## src/rtl/grf_wb_demux_if.sv

```systemverilog
// Bus bundle for the register file: two read ports, one write port, the
// write-back trace record and the decoded write strobe.
interface grf_wb_demux_if #(
  parameter int WIDTH      = 32,
  parameter int DEPTH_LOG2 = 5
);
  logic [DEPTH_LOG2-1:0]    A1;
  logic [DEPTH_LOG2-1:0]    A2;
  logic [WIDTH-1:0]         RD1;
  logic [WIDTH-1:0]         RD2;
  logic                     WE;
  logic [DEPTH_LOG2-1:0]    A3;
  logic [WIDTH-1:0]         WD;
  logic [31:0]              PC;
  logic                     wb_valid;
  logic [DEPTH_LOG2-1:0]    wb_addr;
  logic [WIDTH-1:0]         wb_data;
  logic [31:0]              wb_pc;
  logic [2**DEPTH_LOG2-1:0] wr_onehot;

  // Datapath side: drives addresses and write-back data, consumes results.
  modport master (
    output A1, A2, WE, A3, WD, PC,
    input  RD1, RD2, wb_valid, wb_addr, wb_data, wb_pc, wr_onehot
  );

  // Register file side.
  modport slave (
    input  A1, A2, WE, A3, WD, PC,
    output RD1, RD2, wb_valid, wb_addr, wb_data, wb_pc, wr_onehot
  );
endinterface

```

## src/rtl/grf_wb_demux.sv

```systemverilog
// 32-entry MIPS general register file. The write-back value is demultiplexed
// onto a one-hot strobe; two combinational read ports with optional
// write-through; a registered trace record of each committed write.
module grf_wb_demux #(
  parameter int WIDTH      = 32,
  parameter int DEPTH_LOG2 = 5,
  parameter bit BYPASS     = 1'b1
) (
  input  logic              clk,
  input  logic              reset,
  grf_wb_demux_if.slave     bus
);
  localparam int DEPTH = 2**DEPTH_LOG2;

  logic [WIDTH-1:0]      r_regs [DEPTH];
  logic [DEPTH-1:0]      w_onehot;
  logic                  w_commit;
  logic [WIDTH-1:0]      w_rd1;
  logic [WIDTH-1:0]      w_rd2;

  logic                  r_wb_valid;
  logic [DEPTH_LOG2-1:0] r_wb_addr;
  logic [WIDTH-1:0]      r_wb_data;
  logic [31:0]           r_wb_pc;

  // Decode WE/A3 into a one-hot strobe; entry 0 is never strobed.
  always_comb begin
    w_onehot = '0;
    for (int i = 1; i < DEPTH; i++) begin
      w_onehot[i] = bus.WE && (bus.A3 == DEPTH_LOG2'(i));
    end
  end

  assign w_commit = |w_onehot;

  // Register array update; reset wins over a same-cycle write.
  always_ff @(posedge clk) begin
    if (reset) begin
      for (int i = 0; i < DEPTH; i++) begin
        r_regs[i] <= '0;
      end
    end else begin
      for (int i = 1; i < DEPTH; i++) begin
        if (w_onehot[i]) begin
          r_regs[i] <= bus.WD;
        end
      end
    end
  end

  // Read port 1: zero register, then write-through, then stored value.
  always_comb begin
    w_rd1 = r_regs[bus.A1];
    if (bus.A1 == '0) begin
      w_rd1 = '0;
    end else if (BYPASS && bus.WE && (bus.A3 == bus.A1)) begin
      w_rd1 = bus.WD;
    end
  end

  // Read port 2: same selection as port 1.
  always_comb begin
    w_rd2 = r_regs[bus.A2];
    if (bus.A2 == '0) begin
      w_rd2 = '0;
    end else if (BYPASS && bus.WE && (bus.A3 == bus.A2)) begin
      w_rd2 = bus.WD;
    end
  end

  // Trace record: valid pulses per committed write, fields hold otherwise.
  always_ff @(posedge clk) begin
    if (reset) begin
      r_wb_valid <= 1'b0;
      r_wb_addr  <= '0;
      r_wb_data  <= '0;
      r_wb_pc    <= '0;
    end else begin
      r_wb_valid <= w_commit;
      if (w_commit) begin
        r_wb_addr <= bus.A3;
        r_wb_data <= bus.WD;
        r_wb_pc   <= bus.PC;
      end
    end
  end

  assign bus.RD1       = w_rd1;
  assign bus.RD2       = w_rd2;
  assign bus.wr_onehot = w_onehot;
  assign bus.wb_valid  = r_wb_valid;
  assign bus.wb_addr   = r_wb_addr;
  assign bus.wb_data   = r_wb_data;
  assign bus.wb_pc     = r_wb_pc;
endmodule

```

## src/flat_wrapper.sv

```systemverilog
// flat-port wrapper written by rule: the top's interface ports become plain ports
module grf_wb_demux_flat 
#(
  parameter int WIDTH      = 32,
  parameter int DEPTH_LOG2 = 5,
  parameter bit BYPASS     = 1'b1
)
  (clk, reset, bus_A1, bus_A2, bus_WE, bus_A3, bus_WD, bus_PC, bus_RD1, bus_RD2, bus_wb_valid, bus_wb_addr, bus_wb_data, bus_wb_pc, bus_wr_onehot);
  grf_wb_demux_if #(.WIDTH(WIDTH), .DEPTH_LOG2(DEPTH_LOG2)) bus_i ();
  input  logic clk;
  input  logic reset;
  input wire logic [$bits(bus_i.A1)-1:0] bus_A1;
  input wire logic [$bits(bus_i.A2)-1:0] bus_A2;
  input wire logic [$bits(bus_i.WE)-1:0] bus_WE;
  input wire logic [$bits(bus_i.A3)-1:0] bus_A3;
  input wire logic [$bits(bus_i.WD)-1:0] bus_WD;
  input wire logic [$bits(bus_i.PC)-1:0] bus_PC;
  output wire logic [$bits(bus_i.RD1)-1:0] bus_RD1;
  output wire logic [$bits(bus_i.RD2)-1:0] bus_RD2;
  output wire logic [$bits(bus_i.wb_valid)-1:0] bus_wb_valid;
  output wire logic [$bits(bus_i.wb_addr)-1:0] bus_wb_addr;
  output wire logic [$bits(bus_i.wb_data)-1:0] bus_wb_data;
  output wire logic [$bits(bus_i.wb_pc)-1:0] bus_wb_pc;
  output wire logic [$bits(bus_i.wr_onehot)-1:0] bus_wr_onehot;
  assign bus_i.A1 = bus_A1;
  assign bus_i.A2 = bus_A2;
  assign bus_i.WE = bus_WE;
  assign bus_i.A3 = bus_A3;
  assign bus_i.WD = bus_WD;
  assign bus_i.PC = bus_PC;
  assign bus_RD1 = bus_i.RD1;
  assign bus_RD2 = bus_i.RD2;
  assign bus_wb_valid = bus_i.wb_valid;
  assign bus_wb_addr = bus_i.wb_addr;
  assign bus_wb_data = bus_i.wb_data;
  assign bus_wb_pc = bus_i.wb_pc;
  assign bus_wr_onehot = bus_i.wr_onehot;
  grf_wb_demux #(.WIDTH(WIDTH), .DEPTH_LOG2(DEPTH_LOG2), .BYPASS(BYPASS)) u_core (.clk(clk), .reset(reset), .bus(bus_i));
endmodule
```

## config.mk

```make
export PLATFORM = sky130hd
export DESIGN_NAME = grf_wb_demux_flat
export DESIGN_NICKNAME = d
export VERILOG_FILES = /design/src/rtl/grf_wb_demux_if.sv /design/src/rtl/grf_wb_demux.sv /design/src/flat_wrapper.sv
export SDC_FILE = /design/constraint.sdc
export NUM_CORES = 2
export LEC_CHECK = 0
export ABC_AREA = 1
export CAP_MARGIN = 20
export CORE_ASPECT_RATIO = 1.1
export CORE_UTILIZATION = 25
export DETAILED_ROUTE_END_ITERATION = 7
export PLACE_DENSITY = 0.37
export SYNTH_ARGS = -nofsm -noshare
export SYNTH_HDL_FRONTEND = slang
export SYNTH_SLANG_ARGS = --single-unit
```

## constraint.sdc

```tcl
create_clock -name clk -period 3.55 [get_ports clk]
set_input_delay 0.355 -clock clk [delete_from_list [all_inputs] [get_ports clk]]
set_output_delay 0.355 -clock clk [all_outputs]
set_load 0.01 [all_outputs]
```

==> impl_metrics.py <==
metrics = {
    "outcome": {
        "result_of_the_run": "finished clean",
    },
    "routing": {
        "number_of_remaining_drc_errors": 0,
        "route.detailed.wl_per_inst_um": 28.3,
        "ant_nets": 0,
        "drt_first_iter_violations": 5730,
        "via_per_inst": 5.04,
        "routed_wirelength_mm": 291,
        "vias": 51800,
        "dr.pass1.iters": 6,
    },
    "synth": {
        "post_synth_and_or_nand_nor_area_fraction": 0.281,
        "yosys_warnings": 0,
        "syn_avg_cell_area_um2": 8.15,
        "synth-seq-cells": 1062,
        "synth_compound_area_frac": 0.0903,
        "synth-seq-area-share": 0.546,
        "syn-cell-area_um2": 57200,
        "ys_types": 30,
        "muxShareOfSynthArea": 0,
        "xor_xnor_portion_of_the_synthesized_cell_area": 0.000460,
        "synth_fa_ha_area_frac": 0,
        "mappedNetlistNets": 7101,
        "synth_top_family_by_area": "simple AND/OR/NAND/NOR gates",
        "synthesis.instances": 7019,
    },
    "place": {
        "dpl.cell_count": 10000,
        "io_buffers": 246,
        "hpwlAfterDp_mm": 191,
        "place_congestion": 0.944,
        "placement.cell_area_um2": 65500,
    },
    "global_routing": {
        "use_met2": 0.399,
        "grt_pass1_vias": 49000,
        "gr-usage-met1": 0.328,
        "grtUsageTotal": 0.246,
        "grt-busiest-layer": "met2",
        "grtUsageMet3": 0.0277,
        "gr-total-overflow": 0,
        "pin_count_of_the_biggest_net_entering_global_routing": 101,
        "number_of_antenna_violations_at_the_first_check_in_global_routing": 9,
        "wire_length_of_the_first_global_routing_pass_mm": 399,
    },
    "clocking": {
        "cts_max_level": 4,
        "cts.sinks": 1062,
        "tritoncts": "done",
        "clock_tree.buffer_depth": 3,
        "postCtsResizedCells": 0,
        "worst_setup_hold_path_clk_slew_ns": 0.06,
        "cts_setup_buffers": 0,
        "ctsHoldBuffers": 0,
        "cts_root_buffer": "sky130_fd_sc_hd__clkbuf_16",
        "insertion_delay_ns": 0.78,
        "cts_made_buffers": 130,
    },
    "power": {
        "p_leak_uw": 0.0279,
        "share_comb_of_total_power": 0.173,
        "clock_power_share": 0.386,
        "p_sw_frac": 0.300,
        "p_sw_uw": 10200,
        "power_frac_seq": 0.440,
        "power_density_nw_per_um2": 490,
        "ir_worst_vdd_uv": 514,
        "internal-power_uw": 23900,
    },
    "final_layout": {
        "layout-drive-gt1-share": 0.0945,
        "final_cells": 10300,
        "finalNetCount": 7303,
        "final_common_cell": "sky130_fd_sc_hd__nand2_1",
        "area.growth.synth_to_final_pct": 21.7,
        "postLayoutCellArea_um2": 69600,
        "layout.cells.most_common_list": "1672 x sky130_fd_sc_hd__nand2_1, 1214 x sky130_fd_sc_hd__nor2_1, 992 x sky130_fd_sc_hd__edfxtp_1",
    },
    "critical_path": {
        "worst-endpoint-required_ns": 3.19,
        "cp-startpoint": "u_core.r_regs[4][5]",
        "maximum_cell_stage_delay_along_the_critical_path_ns": 0.53,
        "reg2reg_setup_slack_ns": 2.71,
        "worstPathMaxFanout": 2,
        "crit_arrival_ns": 3.05,
        "r2r_startpoint": "u_core.bus.wb_data[29]",
        "crit_top_cell": "sky130_fd_sc_hd__nand2_1",
        "worstReg2RegEnd": "u_core.bus.wb_data[29]",
        "critical_path.endpoint": "bus_RD1[5]",
        "timing.critical_path.slowest_stage_cell": "sky130_fd_sc_hd__clkdlybuf4s50_1",
        "critical_path.cell_chain": "inv_1 > nand2_1 > o211ai_1 > nand2_1 > nor2_1 > nor2_1 > nand2_1 > nand3_1 > nand2_1 > inv_1 > clkdlybuf4s50_1",
        "kind_of_launch_point_of_the_worst_setup_path": "flop",
        "setup.worst_path.class": "flop to primary output",
        "worstSetupEndpointType": "primary output",
        "ff2ff_path_depth": 4,
    },
    "sta": {
        "setup-tns-final_ns": 0,
        "tightestPinTransition_ns": 1.04,
        "layout_min_cycle_time_ns": 3.41,
        "maxSlewHeadroom": 0.305,
        "hold_violations": 0,
        "finClkSkew_ns": 0,
        "post-route-period-util": 0.960,
        "fin_hold_ws_ns": 0.160,
        "max_freq_mhz": 293,
        "setup_violations": 0,
        "timing_max_transition_violations_final": 0,
        "rsz_0062_raised_after_global_routing": "no",
    },
    "floorplanning": {
        "ioPinCount": 248,
        "die_w_um": 458,
        "initial_core_utilization": 0.252,
        "core_region_area_um2": 227000,
        "die-area_um2": 231000,
        "fp.dieH_um": 504,
        "rows": 183,
    },
    "run": {
        "drv_cap": 0,
    },
    "worst_hold_path": {
        "timing.hold.worst.class": "primary input to flop",
    },
}
[state kept, by name (all words and copies together) (netlist names)]
register             flops
u_core.bus.wb_addr       5
u_core.r_regs          992
u_core.bus.wb_valid      1
u_core.bus.wb_pc        32
u_core.bus.wb_data      32
[logic make-up after synthesis]
logic type,count (synthesis)
compound gates,831
xor+xnor,3
buf+inv,1217
flops,1062
other cells,1
simple gates,3905
[routing by layer]
layer,vias up,part of all wire
met4,4,0.051
met3,452,0.057
li1,23700,-
met1,25600,0.43
met5,-,0.000086
met2,2111,0.46
[per-stage QoR]
step | setup slack [ns] | total power (uW) | util
after floorplan | -0.0602 | 18000 | -
after global placement | 0.207 | 21200 | 0.289
after detailed placement | 0.202 | 21200 | 0.289
after CTS | 0.122 | 34400 | 0.307
after global routing | 0.000870 | 35300 | 0.307
final | 0.142 | 34100 | 0.307
[final cells by class]
class | instances | area [um^2]
multi-input cells | 4740 | 21500
repair buffers | 615 | 6550
diodes | 3 | 7.51
well taps | 2960 | 3700
fillers | 23800 | 157000
flip-flops and latches | 1062 | 31200
clock buffers | 167 | 3470
clock inverters | 64 | 557
inverters | 672 | 2550
[worst max-delay path, delay by kind of cell (launching register included)]
kind,cells,cell delay [ns]
flops,1,0.32
simple gates,7,1.23
compound gates,1,0.07
buf+inv,3,0.64
[worst min-delay path by stage]
| stage | start | to | slack [ns] | depth (start not counted) |
|---|---|---|---|---|
| floorplan | bus_A3[0] | u_core.bus.wb_addr[0] | 0.49 | 2 |
| global placement | u_core.bus.wb_pc[16] | u_core.bus.wb_pc[16] | 0.52 | 4 |
| detailed placement | u_core.bus.wb_data[24] | u_core.bus.wb_data[24] | 0.53 | 4 |
| CTS | reset | u_core.bus.wb_valid | 0.09 | 3 |
| global route | reset | u_core.bus.wb_valid | 0.15 | 3 |
| finish | bus_PC[25] | u_core.bus.wb_pc[25] | 0.16 | 3 |
[power by group through the flow]
stage	Clock, uW	Combinational, uW	Sequential [uW]
6_report	13200	5920	15000
5_1_grt	13900	6280	15100
3_3_place_gp	0	5890	15300
3_5_place_dp	0	5890	15300
4_1_cts	13400	5900	15000
2_1_floorplan	0	2770	15200
[cell usage after synthesis]
library cell / count / area (um^2)
sky130_fd_sc_hd__nand2_1: 1697 / 6370
sky130_fd_sc_hd__nor2_1: 1218 / 4570
sky130_fd_sc_hd__edfxtp_1: 992 / 29800
sky130_fd_sc_hd__nand3_1: 882 / 4410
sky130_fd_sc_hd__inv_1: 623 / 2340
sky130_fd_sc_hd__o211ai_1: 399 / 3000
sky130_fd_sc_hd__clkbuf_1: 378 / 1420
sky130_fd_sc_hd__a21oi_1: 315 / 1580
sky130_fd_sc_hd__o21ai_0: 114 / 571
sky130_fd_sc_hd__buf_1: 77 / 289
sky130_fd_sc_hd__buf_2: 73 / 365
sky130_fd_sc_hd__dfxtp_1: 70 / 1400
sky130_fd_sc_hd__or2_2: 52 / 325
sky130_fd_sc_hd__clkinv_1: 36 / 135
sky130_fd_sc_hd__nand4_1: 31 / 194
sky130_fd_sc_hd__buf_4: 15 / 113
sky130_fd_sc_hd__inv_2: 13 / 48.8
sky130_fd_sc_hd__nand2_2: 7 / 43.8
sky130_fd_sc_hd__nand3_2: 5 / 50.1
sky130_fd_sc_hd__or2_1: 5 / 31.3
sky130_fd_sc_hd__nor2_2: 4 / 25.0
sky130_fd_sc_hd__and3_1: 2 / 12.5
sky130_fd_sc_hd__buf_6: 2 / 22.5
sky130_fd_sc_hd__o22ai_1: 2 / 12.5
sky130_fd_sc_hd__xor2_1: 2 / 17.5
sky130_fd_sc_hd__a41o_1: 1 / 10.0
sky130_fd_sc_hd__conb_1: 1 / 3.75
sky130_fd_sc_hd__nor2_4: 1 / 11.3
sky130_fd_sc_hd__nor3_1: 1 / 5.00
sky130_fd_sc_hd__xnor2_1: 1 / 8.76
No activity file was read; power rests on OpenSTA's default activity.
